===== config.mk =====
export PLATFORM = sky130hd
export DESIGN_NAME = fc_flatten_writer
export DESIGN_NICKNAME = d
export VERILOG_FILES = /design/src/rtl/fc_flatten_writer.sv
export SDC_FILE = /design/constraint.sdc
export NUM_CORES = 1
export LEC_CHECK = 0
export CAP_MARGIN = 20
export CELL_PAD_IN_SITES_DETAIL_PLACEMENT = 0
export CELL_PAD_IN_SITES_GLOBAL_PLACEMENT = 1
export CORE_ASPECT_RATIO = 1.1
export CORE_UTILIZATION = 45
export CTS_CLUSTER_DIAMETER = 100
export DETAILED_ROUTE_END_ITERATION = 12
export PLACE_DENSITY = 0.86
export SYNTH_ARGS = -nofsm -noshare
export SYNTH_HDL_FRONTEND = slang
export SYNTH_SLANG_ARGS = --single-unit

===== constraint.sdc =====
create_clock -name clk -period 5.4 [get_ports clk]
set_input_delay 0.54 -clock clk [delete_from_list [all_inputs] [get_ports clk]]
set_output_delay 0.54 -clock clk [all_outputs]
set_load 0.005 [all_outputs]

===== src/rtl/fc_flatten_writer.sv =====
// fc_flatten_writer
// Takes pooled feature-map pixels and writes them into the FC flatten input
// memory. The pixels arrive pixel-major with the channels interleaved. The FC
// stage reads them channel-major, so this block reorders them by generating the
// write address. After the last write has landed it raises the FC enable level.
// It then waits for the FC all_end signal and reports completion.
//
// Ports:
//   clk         in   clock, rising edge
//   reset_n     in   asynchronous active-low reset
//   start       in   single-cycle frame request, honoured only when idle
//   pix_valid   in   upstream pixel valid
//   pix_data    in   upstream pixel value (16 bit)
//   pix_ready   out  pixel accepted this cycle when pix_valid is high
//   flat_we     out  flatten memory write enable
//   flat_value  out  flatten write data
//   flat_addr   out  flatten write address
//   fc_enable   out  FC start level / FC memory source select
//   fc_all_end  in   FC finished level
//   busy        out  high whenever not idle
//   done        out  one-cycle completion pulse
module fc_flatten_writer #(
    parameter int CH        = 2,
    parameter int MAP_H     = 7,
    parameter int MAP_W     = 1,
    parameter int ADDR_BASE = 0
) (
    input  logic        clk,
    input  logic        reset_n,
    input  logic        start,
    input  logic        pix_valid,
    input  logic [15:0] pix_data,
    output logic        pix_ready,
    output logic        flat_we,
    output logic [15:0] flat_value,
    output logic [15:0] flat_addr,
    output logic        fc_enable,
    input  logic        fc_all_end,
    output logic        busy,
    output logic        done
);

    localparam int CW = (CH    > 1) ? $clog2(CH)    : 1;
    localparam int XW = (MAP_W > 1) ? $clog2(MAP_W) : 1;
    localparam int YW = (MAP_H > 1) ? $clog2(MAP_H) : 1;

    localparam logic [CW-1:0] C_LAST  = CW'(CH - 1);
    localparam logic [XW-1:0] X_LAST  = XW'(MAP_W - 1);
    localparam logic [YW-1:0] Y_LAST  = YW'(MAP_H - 1);
    localparam logic [15:0]   BASE16  = 16'(ADDR_BASE);
    localparam logic [15:0]   PLANE16 = 16'(MAP_H * MAP_W);

    localparam logic [2:0] ST_IDLE  = 3'd0;
    localparam logic [2:0] ST_LOAD  = 3'd1;
    localparam logic [2:0] ST_FLUSH = 3'd2;
    localparam logic [2:0] ST_RUN   = 3'd3;
    localparam logic [2:0] ST_DONE  = 3'd4;

    logic [2:0]    state_r, state_nxt_s;
    logic [CW-1:0] c_r, c_nxt_s;
    logic [XW-1:0] x_r, x_nxt_s;
    logic [YW-1:0] y_r, y_nxt_s;
    // ch_base_r = ADDR_BASE + c*MAP_H*MAP_W and pos_r = y*MAP_W + x.
    // Both are kept incrementally, so the per-cycle path needs only adders.
    logic [15:0]   ch_base_r, ch_base_nxt_s;
    logic [15:0]   pos_r, pos_nxt_s;

    logic          pix_ready_r, flat_we_r, fc_enable_r, busy_r, done_r;
    logic [15:0]   flat_value_r, flat_addr_r;

    logic          xfer_s, last_s, frame_start_s;

    // pix_ready_r is high exactly in LOAD, so a handshake is a valid transfer.
    assign xfer_s        = pix_ready_r & pix_valid;
    assign last_s        = xfer_s & (c_r == C_LAST) & (x_r == X_LAST) & (y_r == Y_LAST);
    assign frame_start_s = (state_r == ST_IDLE) & start;

    // Next-state logic for the frame sequencer.
    always_comb begin
        state_nxt_s = state_r;
        case (state_r)
            ST_IDLE: begin
                if (start) state_nxt_s = ST_LOAD;
                else       state_nxt_s = ST_IDLE;
            end
            ST_LOAD: begin
                if (last_s) state_nxt_s = ST_FLUSH;
                else        state_nxt_s = ST_LOAD;
            end
            ST_FLUSH: state_nxt_s = ST_RUN;
            ST_RUN: begin
                if (fc_all_end) state_nxt_s = ST_DONE;
                else            state_nxt_s = ST_RUN;
            end
            ST_DONE:  state_nxt_s = ST_IDLE;
            default:  state_nxt_s = ST_IDLE;
        endcase
    end

    // Counter advance. c is innermost and carries into x, which carries into y.
    // pos steps by one whenever c wraps, whether x or y takes the carry.
    always_comb begin
        c_nxt_s       = c_r;
        x_nxt_s       = x_r;
        y_nxt_s       = y_r;
        ch_base_nxt_s = ch_base_r;
        pos_nxt_s     = pos_r;
        if (c_r == C_LAST) begin
            c_nxt_s       = '0;
            ch_base_nxt_s = BASE16;
            pos_nxt_s     = pos_r + 16'd1;
            if (x_r == X_LAST) begin
                x_nxt_s = '0;
                if (y_r == Y_LAST) y_nxt_s = '0;
                else               y_nxt_s = y_r + YW'(1);
            end else begin
                x_nxt_s = x_r + XW'(1);
            end
        end else begin
            c_nxt_s       = c_r + CW'(1);
            ch_base_nxt_s = ch_base_r + PLANE16;
        end
    end

    // State register.
    always_ff @(posedge clk or negedge reset_n) begin
        if (!reset_n) state_r <= ST_IDLE;
        else          state_r <= state_nxt_s;
    end

    // Counters: clear when a frame starts and advance on each transfer.
    always_ff @(posedge clk or negedge reset_n) begin
        if (!reset_n) begin
            c_r       <= '0;
            x_r       <= '0;
            y_r       <= '0;
            ch_base_r <= BASE16;
            pos_r     <= 16'd0;
        end else if (frame_start_s) begin
            c_r       <= '0;
            x_r       <= '0;
            y_r       <= '0;
            ch_base_r <= BASE16;
            pos_r     <= 16'd0;
        end else if (xfer_s) begin
            c_r       <= c_nxt_s;
            x_r       <= x_nxt_s;
            y_r       <= y_nxt_s;
            ch_base_r <= ch_base_nxt_s;
            pos_r     <= pos_nxt_s;
        end else begin
            c_r       <= c_r;
            x_r       <= x_r;
            y_r       <= y_r;
            ch_base_r <= ch_base_r;
            pos_r     <= pos_r;
        end
    end

    // Flatten write port: one registered write per transfer. Data and address hold otherwise.
    always_ff @(posedge clk or negedge reset_n) begin
        if (!reset_n) begin
            flat_we_r    <= 1'b0;
            flat_value_r <= 16'h0000;
            flat_addr_r  <= 16'h0000;
        end else if (xfer_s) begin
            flat_we_r    <= 1'b1;
            flat_value_r <= pix_data;
            flat_addr_r  <= ch_base_r + pos_r;
        end else begin
            flat_we_r    <= 1'b0;
            flat_value_r <= flat_value_r;
            flat_addr_r  <= flat_addr_r;
        end
    end

    // Status outputs are registered from the next state so they line up with it.
    always_ff @(posedge clk or negedge reset_n) begin
        if (!reset_n) begin
            pix_ready_r <= 1'b0;
            fc_enable_r <= 1'b0;
            busy_r      <= 1'b0;
            done_r      <= 1'b0;
        end else begin
            pix_ready_r <= (state_nxt_s == ST_LOAD);
            fc_enable_r <= (state_nxt_s == ST_RUN);
            busy_r      <= (state_nxt_s != ST_IDLE);
            done_r      <= (state_nxt_s == ST_DONE);
        end
    end

    assign pix_ready  = pix_ready_r;
    assign flat_we    = flat_we_r;
    assign flat_value = flat_value_r;
    assign flat_addr  = flat_addr_r;
    assign fc_enable  = fc_enable_r;
    assign busy       = busy_r;
    assign done       = done_r;

endmodule


# == After elaboration in Yosys (flattened, before gate mapping) ==
# Cells that the tools add are included.
# totals
reg_bits,77
input_bits,21
word_cells,62
out_inout_bits,37
# classes
mux,23
n_addsub,6
n_bitwise,6
reduce_logical,6
eq_ne,8
# op_table
operator,n
$mux 16,6
$mux 3,6
$add 16x1->16 const B,1
$add 16x16->16,1
$add 16x3->16 const B,1
$pmux 3 s4,1
$eq 3x2->1 const B,3
$mux 1,9
$eq 3x1->1 const B,2
$eq 3x3->1 const B,2
$and 1x1->1,5
$reduce_bool 2->1,2
$add 3x1->3 const B,1
$logic_not 3->1,1
$reduce_and 3->1,1
$reduce_bool 3->1,1
$add 1x1->1 const B,2
$mux 2,1
$ne 2x1->1 const B,1
$reduce_and 2->1,1
$not 1->1,1

# == Longest topological paths before layout ==
# Gate-level depths: netlist of the first run.
# logic_depth
depth_word,7
ltp_mapped,7

# == Worst setup path before layout of the first run ==
# Ideal clock, no wire load.
# synth_timing
path_kind,register to register
from,register ch_base_r[0]
to,register flat_addr_r[12] (netlist: flat_addr[12])
setup_time_ps,142
required_ps,5258
stages_incl_launch_ff,8
arrival_time_ps,1934
period_less_slack_ps,2076
slack_ps,3324
n_path_buf,0
cell_sequence,dfrtp_1 > ha_1 > fa_1 > a21oi_1 > o221ai_1 > a311oi_1 > or3_1 > a31oi_1
# synth_between
elab_chain_len,1
# synth_lines
element,line_no,text
from (decl),65,"logic [15:0] ch_base_r, ch_base_nxt_s;"
from (signal assigned),149,ch_base_r <= ch_base_nxt_s;
from (signal assigned),155,ch_base_r <= ch_base_r;
$add 16x16->16,169,flat_addr_r <= ch_base_r + pos_r;
to (signal assigned),169,
to (signal assigned),173,flat_addr_r <= flat_addr_r;
to (decl),69,"logic [15:0] flat_value_r, flat_addr_r;"
# No other way between the ends.
# A chain may end at the register's enable or synchronous reset.

# == Worst setup path in the final report of the first run ==
# Same ends and word-level chain as after synthesis.

==> parameters.txt, run 1 <==
Parameter                              Value

STA
  Max-slew violation count ... 0
  Worst clock skew ... 7.77 ps
  Minimum setup slack in the final design ... 3010 ps
  Final setup TNS ... 0 ps
  Post-route clock period utilization ... 44.3%
  Setup repair after global routing missed its margin ... no
  Slew HR ... 37.2%
  Peak clock frequency supported by timing ... 0.418 GHz
  Worst Max-Slew Pin Slew ... 943 ps
  Setup violations, final ... 0
  Final Hold Viols ... 0
  Post-layout minimum cycle time ... 2390 ps

Worst setup path
  Endpoint arrival time on the critical path ... 2670 ps
  Buffers & Inverters on Critical Path ... 0
  Cell chain of the critical path ... ha_1 > fa_1 > a21oi_1 > o221ai_1 > a311oi_1 > o21ai_0 > a31oi_1
  Peak fanout along the critical path ... 6
  Worst Path Class, Setup ... register to register
  Startpoint of the worst-slack reg-to-reg timing path ... ch_base_r[0]
  Worst stage delay on the critical path ... 440 ps
  Family of cells with the greatest summed delay on the critical path ... compound AO/OA/AOI/OAI gates
  Highest-delay cell along the critical path ... sky130_fd_sc_hd__dfrtp_1
  Data required, critical path ... 5670 ps
  Kind of end point of the critical path ... register
  Startpoint type of the worst setup path ... register
  Critical path startpoint ... ch_base_r[0]

Logic synthesis
  Seq cells post-synth ... 76
  Primary FF master, synth ... sky130_fd_sc_hd__dfrtp_1
  EDFF count, synth ... 0
  Post-synth cell types ... 54
  Syn. warnings ... 0
  Syn_area_per_cell ... 9.09 um^2
  Gate count of the mapped netlist ... 447
  Asr flop ratio synth ... 100%
  Post-synthesis instance area ... 4060 um^2
  Portion of the post-synthesis area used by sequential elements ... 46.8%
  Post-Synthesis Net Count ... 486

Clocking
  Hold bufs inserted after CTS ... 0
  Cells resized by post-CTS repair ... 0
  CTS Root Cell ... sky130_fd_sc_hd__clkbuf_8
  CTS tree ... built
  CTS sink count ... 76
  H-tree depth reported by CTS ... 3
  Skew-Pair Late Insertion Delay ... 360 ps
  Number of CTS-inserted buffers ... 9
  Clock transition at path regs ... 80 ps
  Maximum buffer depth of the clock tree ... 2
  # Post-CTS Setup Buffers ... 0

Placement
  Number of placed cells counting well taps ... 602
  Port Buffers ... 57
  Placer Congestion ... 0.788
  Cell area after placement ... 4720 um^2
  Placement Setup Slack ... 2690 ps
  Post-detail-place hpwl ... 6070 um

Pwr
  Worst-case vdd ir drop ... 0.183 mV
  Power density normalized to cell area ... 402 nW/um^2
  Leakage power figure ... 2.22 nW

Floorplan
  Area of the core ... 8830 um^2
  Total I/O pin count ... 58
  Effective utilization at floorplan ... 46.0%
  Die outline width ... 92.6 um
  Standard-cell rows ... 36
  Overall die height ... 102 um
  Area of the die ... 9410 um^2

Final layout
  Final net count ... 538
  Post-Layout Cell Count ... 617
  Count of fill cells added during filler insertion ... 828
  Area used by multi-input combinational logic ... 2040 um^2
  Most common cell after layout, fill and taps aside ... sky130_fd_sc_hd__nand2_1
  Area growth from synthesis to layout ... 20.8%
  Most frequent cells in the layout ... sky130_fd_sc_hd__nand2_1, sky130_fd_sc_hd__dfrtp_1, sky130_fd_sc_hd__clkdlybuf4s50_1
  Final instance area ... 4910 um^2
  Number of antenna diodes ... 0
  Layout cells sized above 1 ... 4.97%
  Sequential cell area ... 1900 um^2
  Fraction of the core area covered by cells at the end of the flow ... 55.6%

Global routing
  Total global routing overflow ... 0
  Pin count of the biggest net entering global routing ... 77
  Via count of the first global-routing pass ... 2982
  First-pass GRT wire length ... 14000 um
  Total GRT Usage ... 19.0%
  Antenna violations before repair ... 0

Detailed routing
  DRC errors left ... 0
  Wire length per cell ... 13.8 um
  Initial DRC count ... 109
  Avg Vias per Cell ... 5.28
  Vias after detailed routing ... 3259
  Total length of routed wires ... 8530 um
  Length of the first detailed-routing pass in iterations ... 4
  Antenna-violating nets left ... 0

Run
  Reported max-cap violation count ... 0

Outcome
  Run status ... complete, no violations

Min path
  Worst min-delay path category ... input pin to asynchronous set/reset pin
==> cells by family after synthesis <==
logic type               count (synthesis)  synth area share, %
XOR/XNOR                                31                 6.68
buffers and inverters                   32                 3.23
AO/OA/AOI/OAI                           86                 13.5
multiplexers                             2                0.524
adder cells (fa/ha/maj)                 18                 5.73
flip-flops                              76                 46.8
AND/OR/NAND/NOR                        202                 23.5
==> synth_stat cells (2+ instances only) <==
cell                       number  area share [%]
sky130_fd_sc_hd__nor3_1         8            0.99
sky130_fd_sc_hd__nand4_1        6            0.92
sky130_fd_sc_hd__xnor2_1       18             3.9
sky130_fd_sc_hd__dfrtp_1       76              47
sky130_fd_sc_hd__xor2_1        13             2.8
sky130_fd_sc_hd__nand4b_1       2            0.43
sky130_fd_sc_hd__a22oi_1        2            0.37
sky130_fd_sc_hd__o21bai_1       3            0.55
sky130_fd_sc_hd__nand2b_1       5            0.77
sky130_fd_sc_hd__a21o_1         4            0.74
sky130_fd_sc_hd__o21ai_0       21             2.6
sky130_fd_sc_hd__a211oi_1       3            0.55
sky130_fd_sc_hd__o211ai_1       4            0.74
sky130_fd_sc_hd__inv_1         13             1.2
sky130_fd_sc_hd__and2_1         2            0.31
sky130_fd_sc_hd__o21a_1         2            0.37
sky130_fd_sc_hd__a311oi_1       2            0.43
sky130_fd_sc_hd__o21ai_1        2            0.25
sky130_fd_sc_hd__a31oi_1        3            0.46
sky130_fd_sc_hd__and3_1         6            0.92
sky130_fd_sc_hd__buf_1          2            0.18
sky130_fd_sc_hd__nand2_1       91             8.4
sky130_fd_sc_hd__a211oi_2       2            0.62
sky130_fd_sc_hd__and4_1         4            0.86
sky130_fd_sc_hd__nand3_1       18             2.2
sky130_fd_sc_hd__ha_1          17             5.2
sky130_fd_sc_hd__nor4_1         2            0.31
sky130_fd_sc_hd__a21oi_1       28             3.4
sky130_fd_sc_hd__nor2_1        41             3.8
sky130_fd_sc_hd__or4b_1         2            0.49
sky130_fd_sc_hd__or3_1          6            0.92
sky130_fd_sc_hd__clkbuf_1      15             1.4
sky130_fd_sc_hd__o311ai_1       2            0.43
sky130_fd_sc_hd__nor3b_1        2            0.37
==> path summary, 6_finish.rpt <==
path | end | slack (ps) | cells after the start
hold / removal | ch_base_r[12] | 300 | 1
max in group asynchronous | ch_base_r[11] | 4470 | 1
setup / recovery | flat_addr[12] | 3010 | 7
hold reg to reg | flat_value[12] | 480 | 2
min in group clk | flat_value[12] | 480 | 2
setup reg to reg | flat_addr[12] | 3010 | 7
==> stage by stage <==
stage	total power [mW]	hold WS, ps
global placement	1.55	456
CTS	2.00	374
detailed placement	1.58	461
finish	1.97	304
global route	2.12	426
floorplan	1.27	244
==> worst register-to-register path, delay by kind of cell, from the launching register on <==
kind | cells | cell delay (ps)
DFF | 1 | 440
adders and majority gates | 2 | 680
AOI/OAI and AO/OA | 5 | 1180
==> cell type report <==
cell class	count	area share [%]
multi-input cells	339	41.6
flip-flops and latches	76	38.8
clock buffers	11	2.68
repair buffers	60	12.0
inverters	13	0.994
well taps	114	2.91
clock inverters	4	1.05
==> sequential cells by signal (all words and copies together), names as in the netlist <==
signal and count:
y_r 3, pos_r 16, done 1, pix_ready 1
c_r 1, flat_addr 16, flat_we 1, ch_base_r 16
flat_value 16, busy 1, state_r 3, fc_enable 1
==> power by group <==
part / switching (mW) / total (mW) / internal, mW
registers: 0.136 / 0.848 / 0.712
logic: 0.353 / 0.708 / 0.355
clock network: 0.204 / 0.415 / 0.211
==> layer usage <==
metal | share of wire, % | track usage, %
met1 | 49 | 25.4
met2 | 46 | 30.5
met3 | 2.8 | 2.85
met4 | 1.9 | 8.65
met5 | 0 | 0
No activity file was read; power rests on OpenSTA's default activity.
==> inputs of run 2 (changes only) <==
CORE_UTILIZATION = 42   (was 45)
PLACE_DENSITY = 0.81   (was 0.86)
clock period = 2.5 ns   (was 5.4 ns; I/O delays follow)
==> run 2 against run 1 <==
Compared with the run above:
- critical path depth unchanged
- clock skew up 3.8 ps
- maximum frequency up 2.3%
- flip-flop and latch count unchanged
- clock power up 120%
- utilization down 2.2 points
- power up 120%
- global-route usage up 0.36 points
- largest power group unchanged
==> parameters.txt, run 2 (synthesis gave the netlist of run 1 again) <==
Parameter                              Value

STA
  Peak clock frequency supported by timing ... 0.428 GHz (+2.3%)
  Setup violations, final ... 0 (unchanged)
  Worst clock skew ... 11.6 ps (+3.81 ps)
  Worst Max-Slew Pin Slew ... 667 ps (-276 ps)
  Final Hold Viols ... 0 (unchanged)
  Post-layout minimum cycle time ... 2340 ps (-53.9 ps)
  Final setup TNS ... 0 ps (unchanged)
  Post-route clock period utilization ... 93.5% (+49 points)
  Minimum setup slack in the final design ... 162 ps (-2850 ps)
  Max-slew violation count ... 0 (unchanged)
  Setup repair after global routing missed its margin ... no
  Slew HR ... 54.8% (+18 points)

Clocking
  Cells resized by post-CTS repair ... 0 (unchanged)
  CTS tree ... built
  Clock transition at path regs ... 80 ps (about the same)
  Skew-Pair Late Insertion Delay ... 370 ps (about the same)
  Number of CTS-inserted buffers ... 9 (unchanged)
  CTS sink count ... 76 (unchanged)
  H-tree depth reported by CTS ... 3 (unchanged)
  Maximum buffer depth of the clock tree ... 2 (unchanged)
  CTS Root Cell ... sky130_fd_sc_hd__clkbuf_8

Floorplan
  Total I/O pin count ... 58 (unchanged)
  Effective utilization at floorplan ... 43.2% (-2.8 points)
  Die outline width ... 95.8 um (+3.4%)
  Overall die height ... 105 um (+3.4%)
  Area of the die ... 10100 um^2 (+7.0%)
  Standard-cell rows ... 37 (+2.8%)
  Area of the core ... 9400 um^2 (+6.4%)

Worst setup path
  Peak fanout along the critical path ... 6 (unchanged)
  Startpoint type of the worst setup path ... register
  Endpoint arrival time on the critical path ... 2560 ps (-110 ps)
  Cell chain of the critical path ... ha_1 > fa_1 > a21oi_1 > o221ai_1 > a311oi_1 > or3_1 > a31oi_1
  Worst stage delay on the critical path ... 440 ps (about the same)
  Highest-delay cell along the critical path ... sky130_fd_sc_hd__dfrtp_1
  Worst Path Class, Setup ... register to register
  Kind of end point of the critical path ... register
  Data required, critical path ... 2720 ps (-2950 ps)

Detailed routing
  Initial DRC count ... 115 (+5.5%)
  DRC errors left ... 0 (unchanged)
  Length of the first detailed-routing pass in iterations ... 5 (+1)
  Antenna-violating nets left ... 0 (unchanged)
  Vias after detailed routing ... 3336 (+2.4%)
  Total length of routed wires ... 9010 um (+5.6%)
  Wire length per cell ... 14.3 um (+3.1%)
  Avg Vias per Cell ... 5.28 (about the same)

Pwr
  Worst-case vdd ir drop ... 0.323 mV (+76%)
  Overall power ... 4.32 mW (+120%)
  Leakage power figure ... 2.28 nW (+2.9%)
  Power density normalized to cell area ... 861 nW/um^2 (+110%)

Final layout
  Area growth from synthesis to layout ... 23.4%
  Number of antenna diodes ... 0 (unchanged)
  Final net count ... 549 (+2.0%)
  Count of fill cells added during filler insertion ... 882 (+6.5%)
  Sequential cell area ... 1900 um^2 (unchanged)
  Most frequent cells in the layout ... sky130_fd_sc_hd__nand2_1, sky130_fd_sc_hd__dfrtp_1, sky130_fd_sc_hd__clkdlybuf4s50_1
  Area used by multi-input combinational logic ... 2040 um^2 (unchanged)
  Layout cells sized above 1 ... 7.38% (+2.4 points)
  Most common cell after layout, fill and taps aside ... sky130_fd_sc_hd__nand2_1

Placement
  Placer Congestion ... 0.758 (-3.8%)
  Post-detail-place hpwl ... 6450 um (+6.4%)
  Placement Setup Slack ... 122 ps (-2560 ps)
  Port Buffers ... 57 (unchanged)

Global routing
  Total global routing overflow ... 0 (unchanged)
  Antenna violations before repair ... 0 (unchanged)
  Pin count of the biggest net entering global routing ... 49 (-36%)
  First-pass GRT wire length ... 14900 um (+6.9%)
  Total GRT Usage ... 19.3% (+0.36 points)
  Via count of the first global-routing pass ... 3150 (+5.6%)

Run
  Reported max-cap violation count ... 0 (unchanged)

Outcome
  Run status ... complete, no violations

Min path
  Worst min-delay path category ... input pin to register
[run 2: changes by cell type in the layout (fill, tap and decap cells not counted)]
cell,delta
sky130_fd_sc_hd__dlygate4sd3_1,+1
sky130_fd_sc_hd__buf_12,+1
sky130_fd_sc_hd__inv_6,+1
sky130_fd_sc_hd__clkbuf_1,-2
sky130_fd_sc_hd__clkinv_2,+1
sky130_fd_sc_hd__buf_4,+9
sky130_fd_sc_hd__clkbuf_8,+2
sky130_fd_sc_hd__bufinv_16,-1
[run 2: critical path, delay by kind of cell (launching register included)]
family	cells	cell delay, ps
AND/OR/NAND/NOR	1	160
flip-flops	1	440
adder cells (fa/ha/maj)	2	660
AO/OA/AOI/OAI	4	950
[run 2: power by group]
group	leakage [nW]	switching (mW)	internal (mW)
clock network	0.0957	0.479	0.416
logic	1.20	0.807	0.816
registers	0.985	0.261	1.54
[run 2: stage by stage]
stage	cell area, um^2	utilization [%]	hold slack [ps]	instances
after floorplan	4060	-	-45.6	447
after global placement	4820	51.2	319	615
after detailed placement	4820	51.2	324	615
after CTS	5010	53.3	397	632
after global routing	5010	53.3	411	632
final	5010	53.3	416	632
[run 2: area by class of cell]
type	instances	area share, %
clock buffers	11	3.02
clock inverters	5	0.699
inverters	13	0.974
multi-input cells	339	40.7
flip-flops and latches	76	37.9
well taps	117	2.92
repair buffers	71	13.7
[run 2: timing repair]
action | in CTS | in global routing
endpoints found under the hold margin | 47 | 0
setup buffers | 0 | 0
hold buffers | 1 | 0
[run 2: metal layers]
metal	part of all wire (%)	up-vias	track usage [%]
met4	2.3	0	9.91
met3	4.5	15	3.57
met2	46	80	29.8
met5	0	-	0
met1	47	1563	25.5
li1	-	1678	-
[run 2: final timing paths]
check	start	end	slack, ps	cells after the start
setup reg to reg	ch_base_r[0]	flat_addr[12]	160	7
setup / recovery	ch_base_r[0]	flat_addr[12]	160	7
max in group asynchronous	reset_n	flat_addr[8]	1450	3
hold / removal	pix_data[12]	flat_value[12]	420	3
hold reg to reg	flat_value[1]	flat_value[1]	480	2
min in group asynchronous	reset_n	pos_r[5]	460	2
